<file path="src/rtl/fetch_sequencer.sv">
// Instruction-fetch controller for the RV32EC core.
// Issues word reads for the current PC, assembles 16-bit and 32-bit
// instructions (including 32-bit ones straddling a word boundary),
// gates the PC through pc_hold and latches a sticky fetch fault on a
// misaligned PC or a memory that never acknowledges.
module fetch_sequencer #(
    parameter int unsigned MAX_WAIT = 255,
    parameter int unsigned CNT_W    = 16
) (
    input  logic        clk,
    input  logic        rst,
    input  logic [31:0] pc_addr,
    input  logic        exec_stall,
    output logic        mem_req,
    output logic [31:0] mem_addr,
    input  logic        mem_ack,
    input  logic [31:0] mem_rdata,
    output logic [31:0] instr,
    output logic        instr_valid,
    output logic        compressed,
    output logic        pc_hold,
    output logic        fetch_fault
);

    typedef enum logic [2:0] {
        IDLE,
        REQ_LO,
        REQ_HI,
        ISSUE,
        FAULT
    } state_t;

    // Counter value seen in the last request cycle allowed before the fault.
    localparam logic [CNT_W-1:0] LAST_WAIT = CNT_W'(MAX_WAIT - 1);

    state_t           state;
    logic [15:0]      half_buf;
    logic [CNT_W-1:0] wait_cnt;

    logic [15:0]      first_half;
    logic [31:0]      pc_word;
    logic             timed_out;

    // Pick the halfword addressed by the PC out of a fetched word.
    function automatic logic [15:0] select_half(input logic [31:0] word,
                                                input logic        upper);
        return upper ? word[31:16] : word[15:0];
    endfunction

    // RV32C encoding: low two bits 11 mark a full 32-bit instruction.
    function automatic logic is_full_width(input logic [15:0] half);
        return half[1:0] == 2'b11;
    endfunction

    assign first_half = select_half(mem_rdata, pc_addr[1]);
    assign pc_word    = {pc_addr[31:2], 2'b00};
    assign timed_out  = (wait_cnt == LAST_WAIT);

    // The PC may only move in the ISSUE cycle where execution releases the
    // instruction; this has to follow exec_stall within the same cycle, so
    // it is decoded from the registered state rather than registered itself.
    assign pc_hold = !((state == ISSUE) && !exec_stall);

    // Fetch state machine with registered memory and instruction outputs.
    // REQ_LO spends its first cycle with mem_req low: this checks the freshly
    // updated PC for misalignment and guarantees the request gap between
    // consecutive instruction fetches.
    always_ff @(posedge clk or posedge rst) begin
        if (rst) begin
            state       <= IDLE;
            mem_req     <= 1'b0;
            mem_addr    <= 32'h0;
            instr       <= 32'h0;
            instr_valid <= 1'b0;
            compressed  <= 1'b0;
            fetch_fault <= 1'b0;
            half_buf    <= 16'h0;
            wait_cnt    <= '0;
        end else begin
            unique case (state)
                IDLE: begin
                    state <= REQ_LO;
                end

                REQ_LO: begin
                    if (!mem_req) begin
                        if (pc_addr[0]) begin
                            fetch_fault <= 1'b1;
                            state       <= FAULT;
                        end else begin
                            mem_req  <= 1'b1;
                            mem_addr <= pc_word;
                            wait_cnt <= '0;
                        end
                    end else if (mem_ack) begin
                        wait_cnt <= '0;
                        if (!is_full_width(first_half)) begin
                            instr       <= {16'h0, first_half};
                            compressed  <= 1'b1;
                            instr_valid <= 1'b1;
                            mem_req     <= 1'b0;
                            state       <= ISSUE;
                        end else if (!pc_addr[1]) begin
                            instr       <= mem_rdata;
                            compressed  <= 1'b0;
                            instr_valid <= 1'b1;
                            mem_req     <= 1'b0;
                            state       <= ISSUE;
                        end else begin
                            // Upper half of this word starts a 32-bit
                            // instruction: keep the request up and move to
                            // the next word (address wraps at 2^32).
                            half_buf <= first_half;
                            mem_addr <= pc_word + 32'd4;
                            state    <= REQ_HI;
                        end
                    end else if (timed_out) begin
                        mem_req     <= 1'b0;
                        wait_cnt    <= '0;
                        fetch_fault <= 1'b1;
                        state       <= FAULT;
                    end else begin
                        wait_cnt <= wait_cnt + CNT_W'(1);
                    end
                end

                REQ_HI: begin
                    if (mem_ack) begin
                        instr       <= {mem_rdata[15:0], half_buf};
                        compressed  <= 1'b0;
                        instr_valid <= 1'b1;
                        mem_req     <= 1'b0;
                        wait_cnt    <= '0;
                        state       <= ISSUE;
                    end else if (timed_out) begin
                        mem_req     <= 1'b0;
                        wait_cnt    <= '0;
                        fetch_fault <= 1'b1;
                        state       <= FAULT;
                    end else begin
                        wait_cnt <= wait_cnt + CNT_W'(1);
                    end
                end

                ISSUE: begin
                    if (!exec_stall) begin
                        instr_valid <= 1'b0;
                        state       <= REQ_LO;
                    end
                end

                FAULT: begin
                    mem_req     <= 1'b0;
                    instr_valid <= 1'b0;
                    fetch_fault <= 1'b1;
                end

                default: begin
                    state <= IDLE;
                end
            endcase
        end
    end

endmodule
</file>
<file path="config.mk">
export PLATFORM = sky130hd
export DESIGN_NAME = fetch_sequencer
export DESIGN_NICKNAME = d
export VERILOG_FILES = /design/src/rtl/fetch_sequencer.sv
export SDC_FILE = /design/constraint.sdc
export NUM_CORES = 1
export LEC_CHECK = 0
export BUFFER_PORTS_ARGS = -buffer_cell sky130_fd_sc_hd__buf_2
export CAP_MARGIN = 20
export CORE_UTILIZATION = 30
export CTS_CLUSTER_SIZE = 10
export DETAILED_ROUTE_END_ITERATION = 8
export GPL_TIMING_DRIVEN = 0
export MAX_ROUTING_LAYER = met4
export SYNTH_ARGS = -nofsm -noshare
export SYNTH_HDL_FRONTEND = slang
export SYNTH_SLANG_ARGS = --single-unit
</file>
<file path="constraint.sdc">
create_clock -name clk -period 8 [get_ports clk]
set_input_delay 0.4 -clock clk [delete_from_list [all_inputs] [get_ports clk]]
set_output_delay 0.4 -clock clk [all_outputs]
set_load 0.02 [all_outputs]
</file>
==> results.sh <==
export IMPL_slew_headroom_pct=45.17
export IMPL_outcome="completed"
export IMPL_wl_microns=14800
export IMPL_p_int_mw=1.339
export IMPL_syn_area_per_cell_sq_um=9.237
export IMPL_rr_endpoint="wait_cnt[5]"
export IMPL_synth_xor_xnor_area_share_pct=4.741
export IMPL_p_total_mw=2.372
export IMPL_pwr_share_seq_pct=36.4
export IMPL_htreeDepth=3
export IMPL_drc=0
export IMPL_crit_family="simple AND/OR/NAND/NOR gates"
export IMPL_critPathMaxFanout=10
export IMPL_die_area_sq_mm=0.01840
export IMPL_r2r_start="wait_cnt[12]"
export IMPL_hold_worst_slack_ns=0.08306
export IMPL_clkPwrFrac_pct=18.5
export IMPL_cpPeakStageDelay_ns=0.55
export IMPL_combPwrFrac_pct=45.1
export IMPL_core_sq_mm=0.01736
export IMPL_clk_transition_reported_paths_ns=0.08
export IMPL_criticalPathCategory="reg -> reg"
export IMPL_synthCells=580
export IMPL_setup_ws_ns=5.656
export IMPL_cp_num_buf_inv=1
export IMPL_cts_resized=0
export IMPL_grt_pass1_wl_microns=23400
export IMPL_start_util_pct=30.87
export IMPL_vias=4840
export IMPL_grt_remaining_overflow=0
export IMPL_switching_power_mw=1.032
export IMPL_reg2reg_slack_ns=5.66
export IMPL_ios=137
export IMPL_synth_compound_area_share_pct=16.04
export IMPL_yosysMostFrequentCell="dfrtp_1"
export IMPL_fin_tns_setup_ns=0
export IMPL_reg2regPathDepth=6
export IMPL_cp_cell_sequence="or4_4 -> nor4_4 -> nor4_1 -> buf_4 -> a31oi_1 -> a31oi_1"
export IMPL_yosysSeqAreaShare_pct=47.17
export IMPL_routedWlPerCell_microns=15.46
export IMPL_fin_cells=957
export IMPL_crit_path_frequent_cell="a31oi_1"
export IMPL_root_buffer="clkbuf_16"
export IMPL_synth_top_family_by_area="simple AND/OR/NAND/NOR gates"
export IMPL_hold_buffers=0
export IMPL_nets=797
export IMPL_endpoint="wait_cnt[5]"
export IMPL_hold_viol_final=0
export IMPL_die_w_microns=135.6
export IMPL_grt_usage_pct=16.73
export IMPL_cp_slowest_cell="or4_4"
export IMPL_fin_crit_ns=2.344
export IMPL_drtIter0Drc=232
export IMPL_ys_top_cells_by_area="dfrtp_1 47%, a21oi_1 7.3%, nor2_1 5.9%"
export IMPL_synthMuxAreaShare_pct=8.734
export IMPL_synth_top_area_share_pct=47.17
export IMPL_synth_area_leader_cell="dfrtp_1"
export IMPL_p_sw_share_pct=43.53
export IMPL_peakVddDrop_uv=131.3
export IMPL_synthFlopType="dfrtp_1"
export IMPL_dieHeight_microns=135.6
export IMPL_worstPathArrival_ns=2.56
export IMPL_viasPerCell=5.057
export IMPL_drive_gt1_share_pct=26.13
export IMPL_grt_antenna_before_repair=1
export IMPL_worstSetupStartpointType="flop"
export IMPL_grt_max_degree=64
export IMPL_cts_tree="done"
export IMPL_fillers=1748
export IMPL_clock_latency_ns=0.37
export IMPL_yosysUniqueCellTypes=48
export IMPL_clockBufferDepth=2
export IMPL_hold_path_class="in -> async"
export IMPL_synth_common_cells="101 x dfrtp_1, 84 x nor2_1, 78 x a21oi_1"
export IMPL_numClockSinks=101
export IMPL_fp_row_count=48
export IMPL_synth_edf_count=0
export IMPL_numCtsBuffers=9
export IMPL_synth_area_sq_mm=0.005358
export IMPL_drt_first_pass_iters=4
export IMPL_max_freq_ghz=0.4267
export IMPL_cp_end_kind="flop"
export IMPL_crit_start="wait_cnt[12]"
export IMPL_clock_skew_ns=0.01408
export IMPL_slew_violations=0
export IMPL_gp_congestion=0.8154
export IMPL_place_ws_ns=5.526
export IMPL_worst_slew_pin_slew_ns=0.8149
export IMPL_setup_viol=0
export IMPL_power_leakage_nw=2.879
export IMPL_synth_seq_cells=101
export IMPL_area_growth_pct=23.84
export IMPL_synthSimpleGateAreaFrac_pct=18.92
export IMPL_cap_violations=0
export IMPL_dp_hpwl_microns=10820
export IMPL_numPortBuffers=133
export IMPL_synthArstFlopShare_pct=100.0
export IMPL_grt_pass1_vias=4595
export IMPL_post_cts_buffers=0
export IMPL_synth_adder_area_share_pct=0.7006
export IMPL_drt_antenna_violating_nets=0
export IMPL_rsz0062_at_grt="false"
export IMPL_path_depth=6
export IMPL_post_place_cells=940
export IMPL_worstPathRequired_ns=8.22
export IMPL_ys_warn_count=0
export IMPL_finalCritPeriodShare_pct=29.30
export IMPL_pwr_density_cell_mw_per_mm2=357.4
[per-layer routing]
layer  GRT usage, %  wire length [microns]
met1          22.48                   7001
met2          24.74                   6764
met3          3.891                    838
met4          5.243                    195
met5              -                      0
[registers in the layout, indices dropped and copies added, names as in the netlist]
name and cells:
state 3, half_buf 16, mem_req 1, mem_addr 30, fetch_fault 1, wait_cnt 16
instr_valid 1, compressed 1, instr 32
[power groups by stage]
stage	logic (mW)	registers, mW	clock network, mW
2_1_floorplan	0.508	1.06	0
3_3_place_gp	1.06	0.869	0
3_5_place_dp	1.07	0.874	0
4_1_cts	1.08	0.864	0.454
5_1_grt	1.18	0.893	0.475
6_report	1.07	0.863	0.439
[final cells by class]
class	instances	area (sq um)	area share, %
flip-flops and latches	101	2527	38.09
repair buffers	134	693.2	10.45
diodes	1	2.502	0.03771
plain buffers	35	160.2	2.414
well taps	225	281.5	4.243
clock buffers	9	225.2	3.394
inverters	9	36.28	0.5469
multi-input cells	436	2640	39.79
clock inverters	7	68.82	1.037
[cells by family after synthesis]
logic type,after synthesis
adders and majority gates,3
buffers and inverters,44
DFF,101
other,1
muxes,45
AOI/OAI and AO/OA,149
and+or+nand+nor,208
xor gates and xnor gates,29
[cell usage in the layout, fill, tap and decap left out, types with 8 or more instances in the layout]
cell and instances:
buf_2 144, dfrtp_1 101, nor2_1 84, a21oi_1 78, nand2_1 39, mux2i_1 31
nand3_1 23, o21ai_0 23, xor2_1 20, clkbuf_1 19, a31oi_1 16, nand4_1 16
a22oi_1 16, mux2_2 14, xnor2_1 9, clkbuf_16 9, inv_1 8
[how the worst min path moves through the flow]
stage	endpoint	slack [ns]	cells after the start
floorplan	half_buf[0]	0.44	1
global placement	fetch_fault	0.45	1
detailed placement	fetch_fault	0.45	1
CTS	instr[18]	0.10	2
global route	mem_addr[27]	0.14	2
finish	mem_addr[26]	0.08	2
[through the flow]
| step | util (%) | instance area [sq um] |
|---|---|---|
| after floorplan | - | 5361 |
| after global placement | 36.35 | 6309 |
| after detailed placement | 36.52 | 6339 |
| after CTS | 38.21 | 6633 |
| after global routing | 38.23 | 6635 |
| final | 38.23 | 6635 |
Power figures use the tool's default switching activity.
